$ cat src/rtl/sine_gen_pkg.sv
// Shared types and defaults for the sine generator and its sweep sequencer.
package sine_gen_pkg;
   localparam int PHASE_W_DEF = 32;

   typedef enum logic {
      IDLE  = 1'b0,
      SWEEP = 1'b1
   } sweep_state_t;
endpackage

$ cat src/rtl/sweep_dwell_timer.sv
// Loadable down-counter; o_tc is high while the count sits at zero.
module sweep_dwell_timer #(
   parameter int W = 32
) (
   input  logic         i_clk,
   input  logic         i_rst_n,
   input  logic         i_load,
   input  logic [W-1:0] i_value,
   input  logic         i_enable,
   output logic         o_tc
);
   logic [W-1:0] count_q;
   logic [W-1:0] count_d;

   always_comb begin
      count_d = count_q;
      if (i_load) begin
         count_d = i_value;
      end else if (i_enable && (count_q != '0)) begin
         count_d = count_q - W'(1);
      end
   end

   always_ff @(posedge i_clk or negedge i_rst_n) begin
      if (!i_rst_n) begin
         count_q <= '0;
      end else begin
         count_q <= count_d;
      end
   end

   assign o_tc = (count_q == '0);
endmodule

$ cat src/rtl/sine_sweep_ctrl.sv
// Steps the generator phase increment from start to stop in fixed increments,
// holding each for a dwell count; single-shot or continuous.
module sine_sweep_ctrl
   import sine_gen_pkg::*;
#(
   parameter int PHASE_W = PHASE_W_DEF,
   parameter int DWELL_W = 32,
   parameter int IDX_W   = 16
) (
   input  logic               i_clk,
   input  logic               i_rst_n,
   input  logic               i_start,
   input  logic               i_abort,
   input  logic [PHASE_W-1:0] i_start_inc,
   input  logic [PHASE_W-1:0] i_stop_inc,
   input  logic [PHASE_W-1:0] i_step_inc,
   input  logic [DWELL_W-1:0] i_dwell,
   input  logic               i_continuous,
   output logic [PHASE_W-1:0] o_phase_adder,
   output logic               o_step_valid,
   output logic [IDX_W-1:0]   o_step_idx,
   output logic               o_busy,
   output logic               o_done
);
   sweep_state_t state_q, state_d;

   logic [PHASE_W-1:0] start_q, start_d;
   logic [PHASE_W-1:0] stop_q, stop_d;
   logic [PHASE_W-1:0] step_q, step_d;
   logic [DWELL_W-1:0] dwm1_q, dwm1_d;
   logic               cont_q, cont_d;
   logic [PHASE_W-1:0] phase_q, phase_d;
   logic [IDX_W-1:0]   idx_q, idx_d;
   logic               valid_q, valid_d;
   logic               done_q, done_d;

   logic               tmr_load;
   logic               tmr_en;
   logic               tmr_tc;
   logic [DWELL_W-1:0] tmr_val;
   logic [DWELL_W-1:0] in_dwm1;
   logic [PHASE_W:0]   next_sum;
   logic               last_step;

   // A zero dwell is treated as one cycle per step.
   assign in_dwm1 = (i_dwell == '0) ? '0 : i_dwell - DWELL_W'(1);

   assign next_sum  = {1'b0, phase_q} + {1'b0, step_q};
   assign last_step = (step_q == '0) || next_sum[PHASE_W]
                   || (next_sum > {1'b0, stop_q});

   always_comb begin
      state_d  = state_q;
      start_d  = start_q;
      stop_d   = stop_q;
      step_d   = step_q;
      dwm1_d   = dwm1_q;
      cont_d   = cont_q;
      phase_d  = phase_q;
      idx_d    = idx_q;
      valid_d  = 1'b0;
      done_d   = 1'b0;
      tmr_load = 1'b0;
      tmr_en   = 1'b0;
      tmr_val  = dwm1_q;
      unique case (state_q)
         IDLE: begin
            if (i_start && !i_abort) begin
               state_d  = SWEEP;
               start_d  = i_start_inc;
               stop_d   = i_stop_inc;
               step_d   = i_step_inc;
               dwm1_d   = in_dwm1;
               cont_d   = i_continuous;
               phase_d  = i_start_inc;
               idx_d    = '0;
               valid_d  = 1'b1;
               tmr_load = 1'b1;
               tmr_val  = in_dwm1;
            end
         end
         SWEEP: begin
            if (i_abort) begin
               state_d = IDLE;
               phase_d = '0;
               idx_d   = '0;
            end else if (tmr_tc) begin
               if (!last_step) begin
                  phase_d  = next_sum[PHASE_W-1:0];
                  idx_d    = idx_q + IDX_W'(1);
                  valid_d  = 1'b1;
                  tmr_load = 1'b1;
               end else if (cont_q) begin
                  phase_d  = start_q;
                  idx_d    = '0;
                  valid_d  = 1'b1;
                  tmr_load = 1'b1;
               end else begin
                  state_d = IDLE;
                  phase_d = '0;
                  idx_d   = '0;
                  done_d  = 1'b1;
               end
            end else begin
               tmr_en = 1'b1;
            end
         end
         default: begin
            state_d = IDLE;
            phase_d = '0;
            idx_d   = '0;
         end
      endcase
   end

   always_ff @(posedge i_clk or negedge i_rst_n) begin
      if (!i_rst_n) begin
         state_q <= IDLE;
         start_q <= '0;
         stop_q  <= '0;
         step_q  <= '0;
         dwm1_q  <= '0;
         cont_q  <= 1'b0;
         phase_q <= '0;
         idx_q   <= '0;
         valid_q <= 1'b0;
         done_q  <= 1'b0;
      end else begin
         state_q <= state_d;
         start_q <= start_d;
         stop_q  <= stop_d;
         step_q  <= step_d;
         dwm1_q  <= dwm1_d;
         cont_q  <= cont_d;
         phase_q <= phase_d;
         idx_q   <= idx_d;
         valid_q <= valid_d;
         done_q  <= done_d;
      end
   end

   sweep_dwell_timer #(
      .W (DWELL_W)
   ) u_timer (
      .i_clk    (i_clk),
      .i_rst_n  (i_rst_n),
      .i_load   (tmr_load),
      .i_value  (tmr_val),
      .i_enable (tmr_en),
      .o_tc     (tmr_tc)
   );

   assign o_phase_adder = phase_q;
   assign o_step_valid  = valid_q;
   assign o_step_idx    = idx_q;
   assign o_busy        = (state_q == SWEEP);
   assign o_done        = done_q;
endmodule

$ cat config.mk
export PLATFORM = sky130hd
export DESIGN_NAME = sine_sweep_ctrl
export DESIGN_NICKNAME = d
export VERILOG_FILES = /design/src/rtl/sine_gen_pkg.sv /design/src/rtl/sweep_dwell_timer.sv /design/src/rtl/sine_sweep_ctrl.sv
export SDC_FILE = /design/constraint.sdc
export NUM_CORES = 1
export LEC_CHECK = 0
export ABC_AREA = 1
export BUFFER_PORTS_ARGS = -buffer_cell sky130_fd_sc_hd__buf_2
export CAP_MARGIN = 20
export CORE_AREA = 10 10 186 171
export CTS_CLUSTER_DIAMETER = 200
export DETAILED_ROUTE_END_ITERATION = 7
export DIE_AREA = 0 0 196 181
export HOLD_SLACK_MARGIN = 0.05
export PLACE_DENSITY = 0.7
export SYNTH_ARGS = -nofsm -noshare
export SYNTH_HDL_FRONTEND = slang
export SYNTH_SLANG_ARGS = --single-unit
$ cat constraint.sdc
create_clock -name i_clk -period 6.1 [get_ports i_clk]
set_input_delay 1.22 -clock i_clk [delete_from_list [all_inputs] [get_ports i_clk]]
set_output_delay 1.22 -clock i_clk [all_outputs]
set_load 0.01 [all_outputs]
==> results.yml <==
pwr:
  finalPower_w: 0.006639
  vdd_drop_max_mv: 0.2417
  power.leakage_nw: 8.041
  p_per_area_nw_per_um2: 424.6
global_route:
  grt_pass1_vias: 12650
  overflow: 0
  grt_pass1_wl_mm: 66.26
  antenna_found_initial: 3
  grt_max_degree: 126
  grt_util_all_layers_pct: 22.21
clock_network:
  clock_latency_ns: 0.52
  h-tree-depth: 1
  clk_pin_slew_worst_paths_ns: 0.06
  post_cts_buffers: 0
  tritoncts: "done"
  cts_inserted_buffers: 25
  clockBufferDepth: 3
  cts_root_buffer: "clkbuf_16"
  cts_repair_resize_count: 0
  hold_buffers: 0
  cts_sinks: 212
status:
  status: "finished clean"
yosys:
  synth_common_cells: "nand2_1, dfrtp_1, inv_1"
  synth.most_common_cell: "nand2_1"
  avgSynthCellArea_sq_um: 7.388
  synthArstFlopShare_pct: 100.0
  netlist_instances: 1854
  synth-edff-count: 0
  ys_types: 57
  synth_fp_nets: 2055
  yosys-top-cells-area: "dfrtp_1, nand2_1, ha_1"
  synthDominantCellAreaShare_pct: 38.73
  ys.flop_type: "dfrtp_1"
  synth.cell_area_sq_um: 13700
  ys_warn_count: 0
  yosysSeqAreaShare_pct: 38.73
  yosysTopAreaCell: "dfrtp_1"
  ys_seq_elements: 212
route:
  vias: 12630
  final_antenna_net_count: 0
  wirelength_mm: 40.58
  first_iter_violations: 864
  first_pass_iters: 5
  drc: 0
  via_per_inst: 5.295
  avgRoutedWirePerCell_um: 17.01
timing:
  hold_viol: 0
  tightest_slew_ns: 0.9739
  period_minus_slack_ns: 5.093
  finalClockSkew_ns: 0.01107
  relSlewSlack_pct: 34.98
  finalSetupViolations: 0
  period_share_pct: 83.50
  finalSetupTns_ns: 0
  rsz0062_at_grt: "no"
  finalMaxSlewViolations: 0
  max_freq_mhz: 196.3
worst_setup_path:
  critical_path_required_ns: 6.52
  crit_fanout: 36
  endpoint_kind: "flip-flop"
  cp-endpoint: "u_timer.count_q[0]"
  reg2reg_slack_ns: 1.01
  regToRegStartpoint: "o_phase_adder[2]"
  ff2ff_path_depth: 28
  slowest_delay_ns: 0.51
  worstPathArrival_ns: 5.51
  crit_path_top_delay_cell: "nand2_2"
  start_kind: "flip-flop"
  cp_common_cell: "nand2_1"
  worstReg2RegEnd: "u_timer.count_q[0]"
  startpoint: "o_phase_adder[2]"
  path_class: "flip-flop to flip-flop"
floorplan:
  initial_core_util_pct: 49.41
  coreArea_sq_um: 27720
  num_io_pins: 184
  num_rows: 58
  die_width_um: 196
  die-height_um: 181
  dieArea_sq_um: 35480
placed_design:
  hpwl_mm: 29.90
  place_congestion: 0.9778
  numPortBuffers: 183
  dp_cells: 2340
flow_run:
  max_cap_violations: 0
final_layout:
  fin_cells: 2386
  multi_input_area_sq_um: 7263
  final_nets: 2208
  drive_gt1_share_pct: 14.97
  fillers: 2654
  syn_to_final_growth_pct: 14.14
  regArea_sq_um: 5305
worst_hold_path:
  worst_hold_path_type: "flip-flop to flip-flop"
-- cell type report --
cell class	count	share of cell area [%]
Antenna cell	2	0.03201
Clock buffer	37	4.609
Clock inverter	7	0.6082
Inverter	209	5.050
Multi-Input combinational cell	1367	46.45
Sequential cell	212	33.93
Tap cell	360	2.881
Timing Repair Buffer	192	6.434
-- cells in the final DEF (no fill, tap or decap), types with 25 or more instances in the layout --
master,synthesis,final
a21oi_1,109,109
buf_2,16,182
clkbuf_16,0,25
dfrtp_1,212,212
ha_1,67,67
inv_1,196,195
nand2_1,611,611
nand3_1,85,85
nor2_1,142,141
o21ai_0,68,68
xnor2_1,25,25
xor2_1,64,64
-- layer usage --
layer  GRT usage, %  up-vias  share of wire (%)
met5              0        -              0.052
met4          5.342        4                1.9
met3          4.368       58                7.1
met2          36.73      382                 48
met1          29.18     5947                 43
li1               -     6242                  -
-- flip-flops by register name, summed over array words and instances (netlist names), 16 cells and up --
name / count
stop_q: 32
dwm1_q: 32
o_step_idx: 16
step_q: 32
start_q: 32
u_timer.count_q: 32
o_phase_adder: 32
-- how the worst min path moves through the flow --
| stage | from | end | slack, ns | cells past startpoint |
|---|---|---|---|---|
| 2_1_floorplan | start_q[0] | start_q[0] | 0.44 | 2 |
| 5_1_grt | start_q[16] | start_q[16] | 0.50 | 2 |
| 6_report | start_q[1] | start_q[1] | 0.47 | 2 |
| 4_1_cts | start_q[16] | start_q[16] | 0.47 | 2 |
| 3_5_place_dp | start_q[23] | start_q[23] | 0.46 | 2 |
| 3_3_place_gp | start_q[2] | start_q[2] | 0.45 | 2 |
-- where the power goes --
group	internal, W	switching, W
Sequential	0.00172	0.000256
Combinational	0.00110	0.00205
Clock	0.000900	0.000606
Total	0.00372	0.00292
-- worst max-delay path, delay by kind of cell (launching register included) --
kind / cells / cell delay [ns]
and+or+nand+nor: 20 / 2.69
AOI/OAI and AO/OA: 4 / 0.95
adders and majority gates: 2 / 0.64
DFF: 1 / 0.40
xor gates and xnor gates: 1 / 0.16
buffers and inverters: 1 / 0.11
-- logic make-up (layout without fill, tap and decap cells) --
kind of cell    after synthesis  in the layout  synth area share [%]
simple gates                956            956                 29.66
buf+inv                     275            445                 8.303
xor+xnor                     89             89                 5.691
fa+ha+maj                    68             68                 6.266
flops                       212            212                 38.73
other cells                   0              2                     0
compound gates              254            254                 11.35
-- metrics by stage --
| step | setup WS [ns] | hold slack, ns | area, sq um | utilization (%) |
|---|---|---|---|---|
| 6_report | 1.007 | 0.4720 | 15640 | 56.40 |
| 5_1_grt | 0.4451 | 0.4982 | 15630 | 56.39 |
| 4_1_cts | 1.025 | 0.4729 | 15630 | 56.38 |
| 3_5_place_dp | 1.054 | 0.4592 | 14810 | 53.44 |
| 3_3_place_gp | 1.064 | 0.4539 | 14810 | 53.44 |
| 2_1_floorplan | 2.529 | 0.4422 | 13700 | - |
Note: power is estimated with default switching activity, not from simulation.
